[src/rtl/axis_rr_arbiter_if.sv]
// Handshake bundle between the requesters, the round-robin arbiter and its downstream sink.
// The master modport is the arbiter's view; slave is the environment driving requests and ready.
interface axis_rr_arbiter_if #(
    parameter int N_REQ    = 4,
    parameter int BITWIDTH = 8
);
    localparam int ID_W = $clog2(N_REQ);

    logic [N_REQ-1:0]          s_valid;
    logic [N_REQ-1:0]          s_ready;
    logic [N_REQ*BITWIDTH-1:0] s_data;
    logic                      m_valid;
    logic                      m_ready;
    logic [BITWIDTH-1:0]       m_data;
    logic [ID_W-1:0]           m_id;

    modport master (
        input  s_valid, s_data, m_ready,
        output s_ready, m_valid, m_data, m_id
    );

    modport slave (
        output s_valid, s_data, m_ready,
        input  s_ready, m_valid, m_data, m_id
    );
endinterface

[src/rtl/axis_rr_arbiter.sv]
// Round-robin arbiter merging N_REQ stream requesters onto one registered output channel,
// tagging each beat with its source index and capping consecutive beats per grant at BURST.
module axis_rr_arbiter #(
    parameter int N_REQ    = 4,
    parameter int BITWIDTH = 8,
    parameter int BURST    = 1
) (
    input  logic                clk_i,
    input  logic                rst_ni,
    axis_rr_arbiter_if.master   bus,
    output logic [N_REQ-1:0]    grant_o
);
    localparam int ID_W = $clog2(N_REQ);

    typedef enum logic {
        IDLE,
        SEND
    } state_t;

    state_t              state_q, state_d;
    logic [ID_W-1:0]     ptr_q, ptr_d;
    logic [ID_W-1:0]     owner_q, owner_d;
    logic [7:0]          beatCnt_q, beatCnt_d;
    logic                mValid_q, mValid_d;
    logic [BITWIDTH-1:0] mData_q, mData_d;
    logic [ID_W-1:0]     mId_q, mId_d;

    logic [BITWIDTH-1:0] lane [N_REQ];
    logic [ID_W-1:0]     pick;
    logic                found;
    logic [ID_W:0]       cand;
    logic [N_REQ-1:0]    readyRaw;
    logic [ID_W-1:0]     ownerNext;

    always_comb begin
        for (int i = 0; i < N_REQ; i++) begin
            lane[i] = bus.s_data[i*BITWIDTH +: BITWIDTH];
        end
    end

    // Scan from the farthest offset back to ptr so the closest valid requester wins last.
    always_comb begin
        pick  = '0;
        found = 1'b0;
        cand  = '0;
        for (int k = N_REQ - 1; k >= 0; k--) begin
            cand = {1'b0, ptr_q} + (ID_W+1)'(k);
            if (cand >= (ID_W+1)'(N_REQ)) begin
                cand = cand - (ID_W+1)'(N_REQ);
            end
            if (bus.s_valid[cand[ID_W-1:0]]) begin
                pick  = cand[ID_W-1:0];
                found = 1'b1;
            end
        end
    end

    assign ownerNext = (owner_q == ID_W'(N_REQ - 1)) ? '0 : owner_q + 1'b1;

    always_comb begin
        state_d   = state_q;
        ptr_d     = ptr_q;
        owner_d   = owner_q;
        beatCnt_d = beatCnt_q;
        mValid_d  = mValid_q;
        mData_d   = mData_q;
        mId_d     = mId_q;
        readyRaw  = '0;
        case (state_q)
            IDLE: begin
                if (found) begin
                    readyRaw[pick] = 1'b1;
                    mData_d        = lane[pick];
                    mId_d          = pick;
                    owner_d        = pick;
                    mValid_d       = 1'b1;
                    beatCnt_d      = 8'd1;
                    state_d        = SEND;
                end
            end
            SEND: begin
                if (bus.m_ready) begin
                    if ((beatCnt_q < 8'(BURST)) && bus.s_valid[owner_q]) begin
                        readyRaw[owner_q] = 1'b1;
                        mData_d           = lane[owner_q];
                        mId_d             = owner_q;
                        beatCnt_d         = beatCnt_q + 8'd1;
                    end else begin
                        mValid_d = 1'b0;
                        ptr_d    = ownerNext;
                        state_d  = IDLE;
                    end
                end
            end
            default: state_d = IDLE;
        endcase
    end

    always_ff @(posedge clk_i) begin
        if (!rst_ni) begin
            state_q   <= IDLE;
            ptr_q     <= '0;
            owner_q   <= '0;
            beatCnt_q <= '0;
            mValid_q  <= 1'b0;
            mData_q   <= '0;
            mId_q     <= '0;
        end else begin
            state_q   <= state_d;
            ptr_q     <= ptr_d;
            owner_q   <= owner_d;
            beatCnt_q <= beatCnt_d;
            mValid_q  <= mValid_d;
            mData_q   <= mData_d;
            mId_q     <= mId_d;
        end
    end

    // Ready must not leak a handshake on a reset edge, since that beat would be lost.
    assign bus.s_ready = rst_ni ? readyRaw : '0;
    assign bus.m_valid = mValid_q;
    assign bus.m_data  = mData_q;
    assign bus.m_id    = mId_q;

    always_comb begin
        grant_o = '0;
        for (int i = 0; i < N_REQ; i++) begin
            grant_o[i] = (state_q == SEND) && (owner_q == ID_W'(i));
        end
    end
endmodule

[src/flat_wrapper.sv]
// flat-port wrapper written by rule: the top's interface ports become plain ports
module axis_rr_arbiter_flat 
#(
    parameter int N_REQ    = 4,
    parameter int BITWIDTH = 8,
    parameter int BURST    = 1
)
  (clk_i, rst_ni, grant_o, bus_s_valid, bus_s_data, bus_m_ready, bus_s_ready, bus_m_valid, bus_m_data, bus_m_id);
  axis_rr_arbiter_if #(.N_REQ(N_REQ), .BITWIDTH(BITWIDTH)) bus_i ();
  input  logic clk_i;
  input  logic rst_ni;
  output logic [N_REQ-1:0] grant_o;
  input wire logic [$bits(bus_i.s_valid)-1:0] bus_s_valid;
  input wire logic [$bits(bus_i.s_data)-1:0] bus_s_data;
  input wire logic [$bits(bus_i.m_ready)-1:0] bus_m_ready;
  output wire logic [$bits(bus_i.s_ready)-1:0] bus_s_ready;
  output wire logic [$bits(bus_i.m_valid)-1:0] bus_m_valid;
  output wire logic [$bits(bus_i.m_data)-1:0] bus_m_data;
  output wire logic [$bits(bus_i.m_id)-1:0] bus_m_id;
  assign bus_i.s_valid = bus_s_valid;
  assign bus_i.s_data = bus_s_data;
  assign bus_i.m_ready = bus_m_ready;
  assign bus_s_ready = bus_i.s_ready;
  assign bus_m_valid = bus_i.m_valid;
  assign bus_m_data = bus_i.m_data;
  assign bus_m_id = bus_i.m_id;
  axis_rr_arbiter #(.N_REQ(N_REQ), .BITWIDTH(BITWIDTH), .BURST(BURST)) u_core (.clk_i(clk_i), .rst_ni(rst_ni), .bus(bus_i), .grant_o(grant_o));
endmodule
[config.mk]
export PLATFORM = sky130hd
export DESIGN_NAME = axis_rr_arbiter_flat
export DESIGN_NICKNAME = d
export VERILOG_FILES = /design/src/rtl/axis_rr_arbiter_if.sv /design/src/rtl/axis_rr_arbiter.sv /design/src/flat_wrapper.sv
export SDC_FILE = /design/constraint.sdc
export NUM_CORES = 1
export LEC_CHECK = 0
export CAP_MARGIN = 25
export CORE_MARGIN = 2
export CORE_UTILIZATION = 42
export DETAILED_ROUTE_END_ITERATION = 8
export GPL_TIMING_DRIVEN = 0
export PLACE_DENSITY = 0.87
export SLEW_MARGIN = 20
export SYNTH_ARGS = -nofsm -noshare
export SYNTH_HDL_FRONTEND = slang
export SYNTH_SLANG_ARGS = --single-unit
[constraint.sdc]
create_clock -name clk_i -period 1.8 [get_ports clk_i]
set_input_delay 0.36 -clock clk_i [delete_from_list [all_inputs] [get_ports clk_i]]
set_output_delay 0.36 -clock clk_i [all_outputs]
set_load 0.05 [all_outputs]
==> summary.txt, run 1 <==
outcome: complete, but fails checks
failing checks: negative setup slack
Synth Cell Area: 1768 sq um
routability cong.: 0.7993
Slowest-stage cell, CP: dfxtp_1
arrival time at the worst endpoint: 1980 ps
DR vias/cell: 6.772
nets: 325
Crit path max-delay family: compound AO/OA/AOI/OAI gates
Worst slew margin: 0.5747
Worst EP required: 1440 ps
setup slack, reg-to-reg: -270 ps
Worst Path Max Fanout: 10
antenna-violating nets left: 0
H-tree depth: 1
num rows: 23
share of cells above drive strength 1: 0.4409
n_diodes: 0
min Tclk post-route: 2337 ps
chip width: 68.88 um
largest net degree at the start of global routing: 15
die extent in y: 68.88 um
Area growth, synth to finish: 82.59%
Max Root-Sink Buffers: 2
CTS tree: done
critical path buffer and inverter count: 3
GR Util All Layers: 0.2803
first-pass GRT wire length: 9846 um
Core Area: 4029 sq um
Detailed Place HPWL: 3988 um
DRT Pass-1 Iters: 5
DP Cell Count: 302
vias in the first global route: 2073
Startpoint Class: register
Worst-path clk slew: 100 ps
crit path kind: reg -> out
area leader, netlist: dfxtp_1
CP endpoint kind: primary output
endpoints failing hold: 0
global route overflow: 0
Crit path largest cell delay: 410 ps
Final Non-Filler Cells: 329
share of the synthesized area in the top cell type: 0.2718
clk root buf: clkbuf_8
initial antenna violation count: 0
Synth Warn #: 0
clk sinks: 24
Clock Skew: 3.278 ps
CTS Buf Count: 3
FF+latch count, synth: 24
CP Cell Sequence: inv_1 > a21oi_1 > o22a_1 > clkbuf_8 > a32oi_4 > nor2b_4 > buf_6
port bufs: 56
synthesized net count: 241
drt total wl: 7960 um
Synth area leaders: dfxtp_1, mux4_2, and3_1
RSZ-0062 raised after global routing: true
Slew @ Worst Pin: 636.3 ps
Residual DRC: 0
Slew Limit Fails: 0
Cell variety after synth: 40
DRT iter0 DRCs: 260
I/O Pins: 58
PwrDens: 636.4 nW/um^2
Clock Latency Late Sink: 270 ps
initial core utilization: 0.4388
Tightest Hold Check Type: reg -> reg
cells after synthesis: 196
Leak Pwr: 1.409 nW
Util after Layout: 0.8012
setup slack after layout: -537.4 ps
Worst VDD drop: 364.2 uV
max_cap viols: 0
final period utilization: 1.299
die area: 4744 sq um
highest clock rate: 427.8 MHz
final setup violation count: 23
total number of vias: 2228
post-synthesis sequential area ratio: 0.2718
Avg Synthesized Cell Area: 9.020 sq um
routed length per instance: 24.19 um
[final cells by class]
type,count,area [sq um]
repair buffers,79,822.0
plain buffers,17,172.7
flip-flops and latches,24,491.7
inverters,7,33.78
well taps,50,62.56
fillers,203,800.8
multi-input cells,148,1579
clock buffers,4,66.31
[per-layer routing]
layer  wire length [um]  GRT usage
met5                  0          0
met4                442     0.1691
met3                706    0.04221
met2               3680     0.4543
met1               3130     0.3496
[per-stage QoR]
stage | power [mW] | area [sq um] | setup WS [ps] | setup TNS, ps | hold slack, ps
global route | 2.110 | 3228 | -588.4 | -5669 | 512.3
global placement | 1.310 | 2509 | -1398 | -17020 | 461.3
CTS | 1.842 | 2834 | -478.5 | -2016 | 481.7
finish | 2.054 | 3228 | -537.4 | -5024 | 491.2
floorplan | 1.067 | 1886 | -72.60 | -182.3 | 441.2
detailed placement | 1.320 | 2509 | -1480 | -18040 | 469.4
[report_power, final]
| group | switching, mW | total, mW | internal, mW |
|---|---|---|---|
| Sequential | 0.0316 | 0.601 | 0.570 |
| Combinational | 0.546 | 1.01 | 0.469 |
| Clock | 0.197 | 0.439 | 0.242 |
[synth_stat cells]
| library cell | instances |
|---|---|
| dfxtp_1 | 24 |
| and3_1 | 21 |
| nand2_1 | 14 |
| clkbuf_1 | 13 |
| a21boi_0 | 11 |
| mux4_2 | 9 |
| nand2b_1 | 8 |
| o32ai_1 | 8 |
| o41ai_1 | 8 |
| a2111oi_0 | 7 |
| inv_1 | 7 |
| nor2_1 | 7 |
| a21oi_1 | 6 |
| and2_1 | 6 |
| ha_1 | 6 |
| nor2b_1 | 6 |
| nand2_2 | 3 |
| o21ai_0 | 3 |
| a21boi_1 | 2 |
| a32oi_1 | 2 |
| buf_2 | 2 |
| buf_4 | 2 |
| mux2i_1 | 2 |
| nor4_1 | 2 |
| o22ai_1 | 2 |
| a2111oi_2 | 1 |
| a21o_1 | 1 |
| a22oi_1 | 1 |
| a31o_4 | 1 |
| a41oi_1 | 1 |
| and3_4 | 1 |
| and4_4 | 1 |
| mux2_2 | 1 |
| o211a_1 | 1 |
| o211ai_1 | 1 |
| o22a_1 | 1 |
| o32a_2 | 1 |
| or2_2 | 1 |
| or3_1 | 1 |
| xnor2_1 | 1 |
[worst paths after layout]
kind                                     startpoint              endpoint  cells after the start
worst min register to register  u_core.beatCnt_q[6]   u_core.beatCnt_q[6]                      1
worst max register to register      u_core.ptr_q[1]  u_core.bus.m_data[4]                      5
worst max-delay path                u_core.ptr_q[0]        bus_s_ready[2]                      7
worst min-delay path            u_core.beatCnt_q[6]   u_core.beatCnt_q[6]                      1
[registers in the layout, summed over array words and instances, names as in the netlist]
register and count:
u_core.beatCnt_q 8, u_core.bus.m_data 8, u_core.state_q 1, u_core.ptr_q 2
u_core.bus.m_valid 1, u_core.owner_q 2, u_core.bus.m_id 2
[kinds of logic after synthesis]
family | Yosys count | synth area share
DFF | 24 | 0.2718
adders and majority gates | 6 | 0.04246
and+or+nand+nor | 71 | 0.2272
buffers and inverters | 24 | 0.05662
muxes | 12 | 0.1323
AOI/OAI and AO/OA | 58 | 0.2647
xor gates and xnor gates | 1 | 0.004955
[worst register-to-register path, cell delays in order, from the launching register on]
cell and delay (ps):
dfxtp_4 380, o32a_4 410, buf_4 180, and3_1 190, a2111oi_1 610, o32ai_2 170
[placed cells by master, fill, tap and decap left out, drive strengths merged, types with 8 or more instances in the layout]
master,netlist,final
clkbuf,13,15
and3,22,22
o41ai,8,8
a21boi,13,13
o32ai,8,8
clkdlybuf4s50,0,33
dlymetal6s2s,0,11
buf,4,38
a2111oi,8,8
nand2b,8,8
dfxtp,24,24
nand2,17,17
mux4,9,9
[what timing repair did]
item | 4_1_cts | 5_1_grt
pin swaps | 6 | 16
endpoints found under the hold margin | 0 | 0
hold buffers | 0 | 0
cloned | 1 | 0
setup endpoints to repair | 25 | 33
buffers inserted | 7 | 15
gates resized for setup | 114 | 68
Power figures use the tool's default switching activity.
==> run 2, diff against run 1 <==
- CORE_UTILIZATION: 42 -> 40
- PLACE_DENSITY: 0.87 -> 0.84
==> run 2 against run 1 <==
Net effect: the run still ends with negative setup slack left; sequential power grew 0.7%; via count decreased by 5.3%; fmax about the same; clock-buffer cell count down 1; sequential share of layout area grew 0.54 points; largest cell class unchanged; highest routed layer unchanged.
==> summary.txt, run 2 (synthesis gave the netlist of run 1 again) <==
outcome: complete, but fails checks
failing checks: negative setup slack
min Tclk post-route: 2337 ps
final setup violation count: 24
Slew Limit Fails: 0
chip width: 70.48 um
H-tree depth: 1
highest clock rate: 427.8 MHz
Crit path max-delay family: multiplexers
Area growth, synth to finish: 76.36%
Worst EP required: 1440 ps
routability cong.: 0.8050
Core Area: 4294 sq um
Worst Path Max Fanout: 3
Tightest Hold Check Type: reg -> reg
setup slack, reg-to-reg: -300 ps
Worst-path clk slew: 100 ps
FF-to-FF End: u_core.bus.m_data[3]
CP endpoint kind: primary output
GR Util All Layers: 0.2699
most common cell after layout, fill and taps aside: clkdlybuf4s50_1
clk sinks: 24
Clk pwr share: 0.246
Worst VDD drop: 376.7 uV
switching power: 0.7523 mW
Fin Setup TNS: -6225 ps
Slowest-stage cell, CP: mux4_2
Clock Skew: 6.010 ps
arrival time at the worst endpoint: 1980 ps
port bufs: 56
largest net degree at the start of global routing: 15
PwrDens: 659.3 nW/um^2
Clock Latency Late Sink: 280 ps
hold path depth: 1
Logic pwr share: 0.460
setup slack after layout: -537.4 ps
Residual DRC: 0
CTS Buf Count: 3
Max Root-Sink Buffers: 2
crit path kind: reg -> out
max_cap viols: 0
initial antenna violation count: 0
DP Cell Count: 304
Internal Power: 1.304 mW
die extent in y: 70.48 um
Detailed Place HPWL: 3959 um
Slew @ Worst Pin: 579.1 ps
setup slack at placement: -1456 ps
Crit path largest cell delay: 530 ps
final period utilization: 1.299
nets: 316
highest-count cells in the layout ignoring fill and taps: clkdlybuf4s50_1, dfxtp_1, and3_1
Startpoint Class: register
endpoints failing hold: 0
Final Non-Filler Cells: 322
clk root buf: clkbuf_8
routed length per instance: 22.44 um
critical path buffer and inverter count: 1
DR vias/cell: 6.553
total number of vias: 2110
antenna-violating nets left: 0
RSZ-0062 raised after global routing: true
worst r2r path cells: 8
I/O Pins: 58
worst hold margin: 488.9 ps
drt total wl: 7227 um
post-cts hold buffer count: 0
CTS tree: done
n_diodes: 0
global route overflow: 0
Seq pwr share: 0.294
Worst slew margin: 0.6139
first-pass GRT wire length: 10580 um
Sw Share: 0.3659
launch point of the worst reg-to-reg path: u_core.owner_q[0]
Worst Hold End: u_core.beatCnt_q[6]
CP Cell Sequence: mux4_2 > and4_4 > and3_4 > a32oi_2 > nor2b_4 > buf_8
DRT Pass-1 Iters: 6
vias in the first global route: 2050
share of cells above drive strength 1: 0.3852
die area: 4967 sq um
initial core utilization: 0.4117
hold path start: u_core.beatCnt_q[6]
DRT iter0 DRCs: 246
Leak Pwr: 1.319 nW
num rows: 24
==> run 2: how the worst max path moves through the flow <==
| stage | slack [ps] | start | to | cells past startpoint |
|---|---|---|---|---|
| floorplan | -70 | u_core.owner_q[0] | bus_s_ready[0] | 5 |
| finish | -540 | u_core.owner_q[0] | bus_s_ready[0] | 6 |
| global placement | -1390 | bus_s_valid[0] | bus_s_ready[1] | 8 |
| detailed placement | -1460 | bus_s_valid[0] | bus_s_ready[1] | 8 |
| global route | -560 | u_core.owner_q[0] | bus_s_ready[0] | 6 |
| CTS | -520 | u_core.owner_q[0] | bus_s_ready[2] | 6 |
==> run 2: cell type report <==
| class | instances | area [sq um] |
|---|---|---|
| clock inverters | 1 | 30.03 |
| inverters | 7 | 33.78 |
| plain buffers | 17 | 156.4 |
| clock buffers | 3 | 41.29 |
| flip-flops and latches | 24 | 491.7 |
| multi-input cells | 148 | 1544 |
| well taps | 52 | 65.06 |
| repair buffers | 70 | 755.7 |
| fillers | 272 | 1176 |
==> run 2: power groups by stage <==
stage,logic (mW),clock network [mW],registers (mW)
final,0.945,0.506,0.605
after global routing,0.979,0.518,0.608
after CTS,0.847,0.494,0.598
after detailed placement,0.708,0,0.611
after global placement,0.703,0,0.609
after floorplan,0.356,0,0.711
==> run 2: metrics by stage <==
stage | area [sq um] | power (mW) | util
2_1_floorplan | 1886 | 1.067 | -
3_3_place_gp | 2511 | 1.312 | 0.5848
3_5_place_dp | 2511 | 1.319 | 0.5848
4_1_cts | 2904 | 1.939 | 0.6763
5_1_grt | 3118 | 2.104 | 0.7261
6_report | 3118 | 2.056 | 0.7261
==> run 2: timing repair <==
| action | in CTS | in global routing |
|---|---|---|
| buffers inserted | 8 | 6 |
| cloned | 1 | 0 |
| resized for setup | 118 | 51 |
| endpoints found under the setup margin | 25 | 32 |
| pin swaps | 13 | 13 |
==> run 2: layer usage <==
layer / share of wire / wire length, um / vias to the layer above / track usage
met3: 0.079 / 568 / 31 / 0.04185
met5: 0 / 0 / - / 0
met4: 0.044 / 318 / 0 / 0.1239
met1: 0.40 / 2878 / 1021 / 0.3318
met2: 0.48 / 3461 / 152 / 0.4602
li1: - / - / 906 / -
